**config.mk**
```make
export PLATFORM = sky130hd
export DESIGN_NAME = training_sample_loader
export DESIGN_NICKNAME = d
export VERILOG_FILES = /design/src/rtl/training_pkg.sv /design/src/rtl/next_full_slot.sv /design/src/rtl/training_sample_loader.sv
export SDC_FILE = /design/constraint.sdc
export NUM_CORES = 1
export LEC_CHECK = 0
export BUFFER_PORTS_ARGS = -buffer_cell sky130_fd_sc_hd__buf_2
export CAP_MARGIN = 20
export CORE_MARGIN = 4
export CORE_UTILIZATION = 30
export DETAILED_ROUTE_END_ITERATION = 10
export GPL_ROUTABILITY_DRIVEN = 0
export SKIP_LAST_GASP = 1
export SYNTH_ARGS = -nofsm -noshare
export SYNTH_HDL_FRONTEND = slang
export SYNTH_SLANG_ARGS = --single-unit
```
**constraint.sdc**
```tcl
create_clock -name clk -period 34.4 [get_ports clk]
set_input_delay 6.88 -clock clk [delete_from_list [all_inputs] [get_ports clk]]
set_output_delay 6.88 -clock clk [all_outputs]
set_load 0.005 [all_outputs]
```
**src/rtl/training_pkg.sv**
```systemverilog
// Shared types and Q16.16 helpers for the training sample loader.
package training_pkg;

    localparam int unsigned FRAC_BITS = 16;
    localparam logic [31:0] FIX_ONE   = 32'h0001_0000;

    typedef enum logic [1:0] {
        FLD_IN0 = 2'd0,
        FLD_IN1 = 2'd1,
        FLD_TGT = 2'd2
    } field_e;

    typedef enum logic [1:0] {
        ST_EDIT  = 2'd0,
        ST_RUN   = 2'd1,
        ST_DRAIN = 2'd2
    } state_e;

    // Exact Q8.8 -> Q16.16: sign-extend, then align the binary point.
    function automatic logic [31:0] q88_to_q1616(input logic [15:0] v);
        logic signed [31:0] w;
        w = 32'(signed'(v));
        return 32'(w <<< (FRAC_BITS - 8));
    endfunction

endpackage

```
**src/rtl/next_full_slot.sv**
```systemverilog
// Cyclic priority search: first set mask bit strictly after cur_i, wrapping (cur_i itself last).
module next_full_slot #(
    parameter  int unsigned N     = 4,
    localparam int unsigned IDX_W = $clog2(N)
) (
    input  logic [N-1:0]     mask_i,
    input  logic [IDX_W-1:0] cur_i,
    output logic [IDX_W-1:0] nxt_c,
    output logic             wrap_c
);

    always_comb begin
        logic found;
        found  = 1'b0;
        nxt_c  = cur_i;
        wrap_c = 1'b0;
        for (int unsigned k = 1; k <= N; k++) begin
            int unsigned idx;
            idx = (32'(cur_i) + k) % N;
            if (!found && mask_i[IDX_W'(idx)]) begin
                found = 1'b1;
                nxt_c = IDX_W'(idx);
            end
        end
        wrap_c = (nxt_c <= cur_i);
    end

endmodule

```
**src/rtl/training_sample_loader.sv**
```systemverilog
// Editable sample buffer streamed round-robin to the trainer over valid/ready.
module training_sample_loader
    import training_pkg::*;
#(
    parameter  int unsigned NUM_SAMPLES = 4,
    parameter  int unsigned VAL_W       = 32,
    parameter  int unsigned ENTRY_W     = 16,
    localparam int unsigned IDX_W       = $clog2(NUM_SAMPLES)
) (
    input  logic                   clk,
    input  logic                   rst,
    input  logic [ENTRY_W-1:0]     wr_value,
    input  logic [1:0]             wr_field,
    input  logic [IDX_W-1:0]       wr_index,
    input  logic                   wr_strobe,
    input  logic                   clr_strobe,
    input  logic                   start_strobe,
    input  logic                   stop_strobe,
    output logic                   smp_valid,
    input  logic                   smp_ready,
    output logic [VAL_W-1:0]       smp_in0,
    output logic [VAL_W-1:0]       smp_in1,
    output logic [VAL_W-1:0]       smp_target,
    output logic [IDX_W-1:0]       smp_index,
    output logic [15:0]            epoch,
    output logic [NUM_SAMPLES-1:0] slot_full,
    output logic                   running,
    output logic                   err
);

    state_e                 state_q, state_d;
    logic [VAL_W-1:0]       in0_q [NUM_SAMPLES];
    logic [VAL_W-1:0]       in0_d [NUM_SAMPLES];
    logic [VAL_W-1:0]       in1_q [NUM_SAMPLES];
    logic [VAL_W-1:0]       in1_d [NUM_SAMPLES];
    logic [VAL_W-1:0]       tgt_q [NUM_SAMPLES];
    logic [VAL_W-1:0]       tgt_d [NUM_SAMPLES];
    logic [2:0]             mask_q [NUM_SAMPLES];
    logic [2:0]             mask_d [NUM_SAMPLES];
    logic [NUM_SAMPLES-1:0] full_q, full_d;
    logic [IDX_W-1:0]       ptr_q, ptr_d;
    logic                   valid_q, valid_d;
    logic [VAL_W-1:0]       o_in0_q, o_in0_d, o_in1_q, o_in1_d, o_tgt_q, o_tgt_d;
    logic [15:0]            epoch_q, epoch_d;
    logic                   running_q, running_d;
    logic                   err_q, err_d;

    logic [IDX_W-1:0]       nxt_idx, first_idx;
    logic                   nxt_wrap, first_wrap;
    logic [VAL_W-1:0]       wr_conv;
    logic                   xfer;

    next_full_slot #(.N(NUM_SAMPLES)) u_next (
        .mask_i (full_q),
        .cur_i  (ptr_q),
        .nxt_c  (nxt_idx),
        .wrap_c (nxt_wrap)
    );

    // Searching from the last slot yields the lowest full slot.
    next_full_slot #(.N(NUM_SAMPLES)) u_first (
        .mask_i (full_q),
        .cur_i  (IDX_W'(NUM_SAMPLES - 1)),
        .nxt_c  (first_idx),
        .wrap_c (first_wrap)
    );

    assign wr_conv = q88_to_q1616(wr_value);
    assign xfer    = valid_q && smp_ready;

    always_comb begin
        state_d = state_q;
        in0_d   = in0_q;
        in1_d   = in1_q;
        tgt_d   = tgt_q;
        mask_d  = mask_q;
        ptr_d   = ptr_q;
        valid_d = valid_q;
        o_in0_d = o_in0_q;
        o_in1_d = o_in1_q;
        o_tgt_d = o_tgt_q;
        epoch_d = epoch_q;
        err_d   = 1'b0;

        // Accepted sample: advance to the next full slot with no bubble.
        if (xfer) begin
            ptr_d   = nxt_idx;
            o_in0_d = in0_q[nxt_idx];
            o_in1_d = in1_q[nxt_idx];
            o_tgt_d = tgt_q[nxt_idx];
            if (nxt_wrap) epoch_d = epoch_q + 16'd1;
        end

        case (state_q)
            ST_EDIT: begin
                if (clr_strobe) begin
                    for (int i = 0; i < int'(NUM_SAMPLES); i++) mask_d[i] = 3'b000;
                end else if (wr_strobe) begin
                    case (wr_field)
                        FLD_IN0: begin in0_d[wr_index] = wr_conv; mask_d[wr_index][0] = 1'b1; end
                        FLD_IN1: begin in1_d[wr_index] = wr_conv; mask_d[wr_index][1] = 1'b1; end
                        FLD_TGT: begin tgt_d[wr_index] = wr_conv; mask_d[wr_index][2] = 1'b1; end
                        default: err_d = 1'b1;
                    endcase
                end
                // A clear in the same cycle empties the buffer, so start is rejected.
                if (start_strobe && !stop_strobe) begin
                    if ((full_q != '0) && !clr_strobe) begin
                        state_d = ST_RUN;
                        ptr_d   = first_idx;
                        valid_d = 1'b1;
                        o_in0_d = in0_q[first_idx];
                        o_in1_d = in1_q[first_idx];
                        o_tgt_d = tgt_q[first_idx];
                    end else begin
                        err_d = 1'b1;
                    end
                end
            end
            ST_RUN: begin
                err_d = wr_strobe || clr_strobe;
                if (stop_strobe) begin
                    if (valid_q && !smp_ready) begin
                        state_d = ST_DRAIN;
                    end else begin
                        state_d = ST_EDIT;
                        valid_d = 1'b0;
                    end
                end
            end
            ST_DRAIN: begin
                err_d = wr_strobe || clr_strobe || (start_strobe && !stop_strobe);
                if (xfer) begin
                    state_d = ST_EDIT;
                    valid_d = 1'b0;
                end
            end
            default: begin
                state_d = ST_EDIT;
                valid_d = 1'b0;
            end
        endcase

        for (int i = 0; i < int'(NUM_SAMPLES); i++) full_d[i] = &mask_d[i];
        running_d = (state_d != ST_EDIT);
    end

    always_ff @(posedge clk or posedge rst) begin
        if (rst) begin
            state_q   <= ST_EDIT;
            for (int i = 0; i < int'(NUM_SAMPLES); i++) begin
                in0_q[i]  <= '0;
                in1_q[i]  <= '0;
                tgt_q[i]  <= '0;
                mask_q[i] <= '0;
            end
            full_q    <= '0;
            ptr_q     <= '0;
            valid_q   <= 1'b0;
            o_in0_q   <= '0;
            o_in1_q   <= '0;
            o_tgt_q   <= '0;
            epoch_q   <= '0;
            running_q <= 1'b0;
            err_q     <= 1'b0;
        end else begin
            state_q   <= state_d;
            in0_q     <= in0_d;
            in1_q     <= in1_d;
            tgt_q     <= tgt_d;
            mask_q    <= mask_d;
            full_q    <= full_d;
            ptr_q     <= ptr_d;
            valid_q   <= valid_d;
            o_in0_q   <= o_in0_d;
            o_in1_q   <= o_in1_d;
            o_tgt_q   <= o_tgt_d;
            epoch_q   <= epoch_d;
            running_q <= running_d;
            err_q     <= err_d;
        end
    end

    assign smp_valid  = valid_q;
    assign smp_in0    = o_in0_q;
    assign smp_in1    = o_in1_q;
    assign smp_target = o_tgt_q;
    assign smp_index  = ptr_q;
    assign epoch      = epoch_q;
    assign slot_full  = full_q;
    assign running    = running_q;
    assign err        = err_q;

endmodule

```
==> flow_summary.json <==
{
  "status": "complete, no violations",
  "grt_pass1_vias": 11600,
  "core_area_um2": 51800,
  "grt-ovfl-total": 0,
  "arrival_ns": 9.22,
  "power_uw": 985,
  "dr.max_layer_used": "met5",
  "yosysUniqueCellTypes": 55,
  "placed_cells_incl_taps": 2050,
  "postCtsResizedCells": 0,
  "avgSynthCellArea_um2": 12.0,
  "dpl.hpwl_um": 26600,
  "critPathLaunchType": "primary input",
  "crit_buf_inv": 3,
  "irDropWorstVdd_v": 0.0000305,
  "yosysWarnings": 0,
  "grt_setup_unrepaired": "false",
  "fin_tns_setup_ns": 0,
  "cts_setup_buffers": 0,
  "fillCellCount": 4994,
  "holdBufCountCts": 0,
  "worst_pin_slew_ns": 1.16,
  "die_w_um": 238,
  "fmax_mhz": 113,
  "setup_slack_ns": 25.57,
  "powerDensity_nw_per_um2": 53.4,
  "maxCapViolCount": 0,
  "register_area_um2": 8190,
  "ant_nets": 0,
  "cts.sinks": 327,
  "fin_cells": 2122,
  "synthTopCellsByArea": "dfrtp_1 (52%), mux2i_1 (12%), mux2_2 (10%)",
  "grt_max_degree": 107,
  "wl_met2_um": 20700,
  "port_buffers": 147,
  "track_usage_pct": 15.4,
  "met1_length_um": 20100,
  "hold_path_class": "reg2reg",
  "crit_path_max_fanout": 52,
  "routedWlPerCell_um": 20.8,
  "synth_area_leader_cell": "dfrtp_1",
  "synthDominantCellAreaShare_pct": 51.6,
  "relSlewSlack_pct": 22.2,
  "netlist_instances": 1317,
  "place_area_um2": 17000,
  "drt_first_iter_violations": 633,
  "routed_wl_um": 44200,
  "place_ws_ns": 24.77,
  "cts.clk_slew.worst_paths_ns": 0.06,
  "crit_required_ns": 34.79,
  "root_buffer": "clkbuf_16",
  "fin_skew_ns": 0.0323,
  "netlist_area_um2": 15900,
  "ys.flop_type": "dfrtp_1",
  "dr_wl_met3_um": 2500,
  "grt_first_pass_wirelength_um": 69000,
  "vias": 11300,
  "start_util_pct": 30.6,
  "crit_path_end_kind": "flop",
  "cts_buffer_depth": 3,
  "insertion_delay_ns": 0.56,
  "crit_family": "buffers and inverters",
  "die_area_um2": 56600,
  "finalCritPeriodShare_pct": 25.7,
  "synth-edff-count": 0,
  "leakagePower_nw": 8.93,
  "area_growth_pct": 16.3,
  "setup_viol": 0,
  "ios": 148,
  "htreeDepth": 2,
  "max_stage_delay_ns": 0.56,
  "post_drt_via_cell_ratio": 5.32,
  "layout_min_cycle_time_ns": 8.83,
  "diodes": 0,
  "grt_antenna_before_repair": 1,
  "synth.ff_latch_count": 327,
  "multiInputGateArea_um2": 7120,
  "drc": 0,
  "cts_made_buffers": 38,
  "fin_area_um2": 18400,
  "first_pass_iters": 5,
  "die_y_um": 238,
  "cp_slowest_cell": "buf_4",
  "finalHoldViolCount": 0,
  "slew_viol_final": 0,
  "syn_nets": 1351,
  "rows": 83,
  "cts_tree": "built",
  "layout-drive-gt1-share_pct": 27.9,
  "layout.nets": 1446,
  "path_class": "in2reg",
  "crit_chain": "buf_2, and2_2, buf_4, and2_2, buf_4, a221o_1, o21ai_1",
  "yosysSeqAreaShare_pct": 51.6,
  "async_reset_ff_share_pct": 100
}
[cells in the mapped netlist (8+ instances only)]
master and number:
dfrtp_1 327, mux2i_1 188, mux2_2 147, o21ai_0 96
clkbuf_1 68, nand2_1 67, a21oi_1 64, mux2_1 46
o21ai_1 46, a221o_1 45, and3_1 31, a21o_1 28
buf_2 22, nor2_1 22, xnor2_1 10, nor2b_1 9
and2_1 8, buf_4 8
[cells in the final DEF (no fill, tap or decap), types with 6 or more instances in the layout]
cell / n
buf_4: 14
nor2b_1: 9
nand2_1: 66
clkbuf_16: 39
a21oi_1: 64
clkbuf_8: 10
clkinv_2: 8
o21ai_1: 46
nor2_1: 22
xnor2_1: 10
mux2_2: 147
and2_1: 6
o21ai_0: 96
mux2i_1: 188
and3_1: 31
ha_1: 7
buf_2: 147
dfrtp_1: 324
a21o_1: 28
mux2_1: 46
a221o_1: 45
[where the power goes]
part           internal [mW]  total (mW)  switching, mW
combinational         0.0519      0.0967         0.0448
clock                  0.261       0.428          0.167
sequential             0.429       0.461         0.0322
[area by class of cell]
type	count	area share, %
multi-input combinational	874	38.6
clock inverter	17	1.17
inverter	8	0.217
sequential	327	44.4
tap	680	4.61
clock buffer	53	6.12
timing repair buffer	163	4.86
[worst reg2reg max path, delay by kind of cell (launching register included)]
family	cells	cell delay, ns
AOI/OAI and AO/OA	2	0.40
DFF	1	0.65
xor gates and xnor gates	1	0.17
and+or+nand+nor	4	1.10
adders and majority gates	1	0.39
buffers and inverters	2	1.41
[per-stage QoR]
step,hold slack (ns),utilization [%]
after floorplan,0.449,-
after CTS,0.474,35.5
after detailed placement,0.460,32.9
after global placement,0.453,32.9
final,0.470,35.6
after global routing,0.486,35.6
[cells by family after synthesis]
family | after synthesis | synth area share (%)
AOI/OAI and AO/OA | 299 | 12.2
xor gates and xnor gates | 15 | 0.829
adders and majority gates | 7 | 0.553
buffers and inverters | 116 | 3.58
DFF | 327 | 51.6
muxes | 381 | 25.6
and+or+nand+nor | 172 | 5.60
[worst paths after layout]
path	startpoint	endpoint	slack (ns)	cells after the start
min in group asynchronous	rst	epoch[6]$_DFFE_PP0P_	6.49	2
min reg2reg	smp_target[29]$_DFF_PP0_	smp_target[29]$_DFF_PP0_	0.47	1
max	smp_ready	smp_in1[22]$_DFF_PP0_	25.57	7
min	smp_target[29]$_DFF_PP0_	smp_target[29]$_DFF_PP0_	0.47	1
max in group asynchronous	rst	in1_q[114]$_DFFE_PP0P_	25.81	5
max reg2reg	slot_full[2]$_DFF_PP0_	epoch[15]$_DFFE_PP0P_	30.20	10
[registers in the layout, summed over array words and instances (netlist names), 2 cells and up]
name        flops
in1_q          64
smp_in1        32
epoch          16
slot_full       4
smp_target     32
state_q         2
in0_q          64
smp_index       2
smp_in0        32
tgt_q          64
mask_q         12
[metal layers]
metal | track usage (%) | vias to the layer above
met1 | 20.8 | 5860
li1 | - | 5026
met3 | 2.89 | 69
met2 | 25.3 | 328
met5 | 0 | -
met4 | 4.60 | 2
Note: power is estimated with default switching activity, not from simulation.
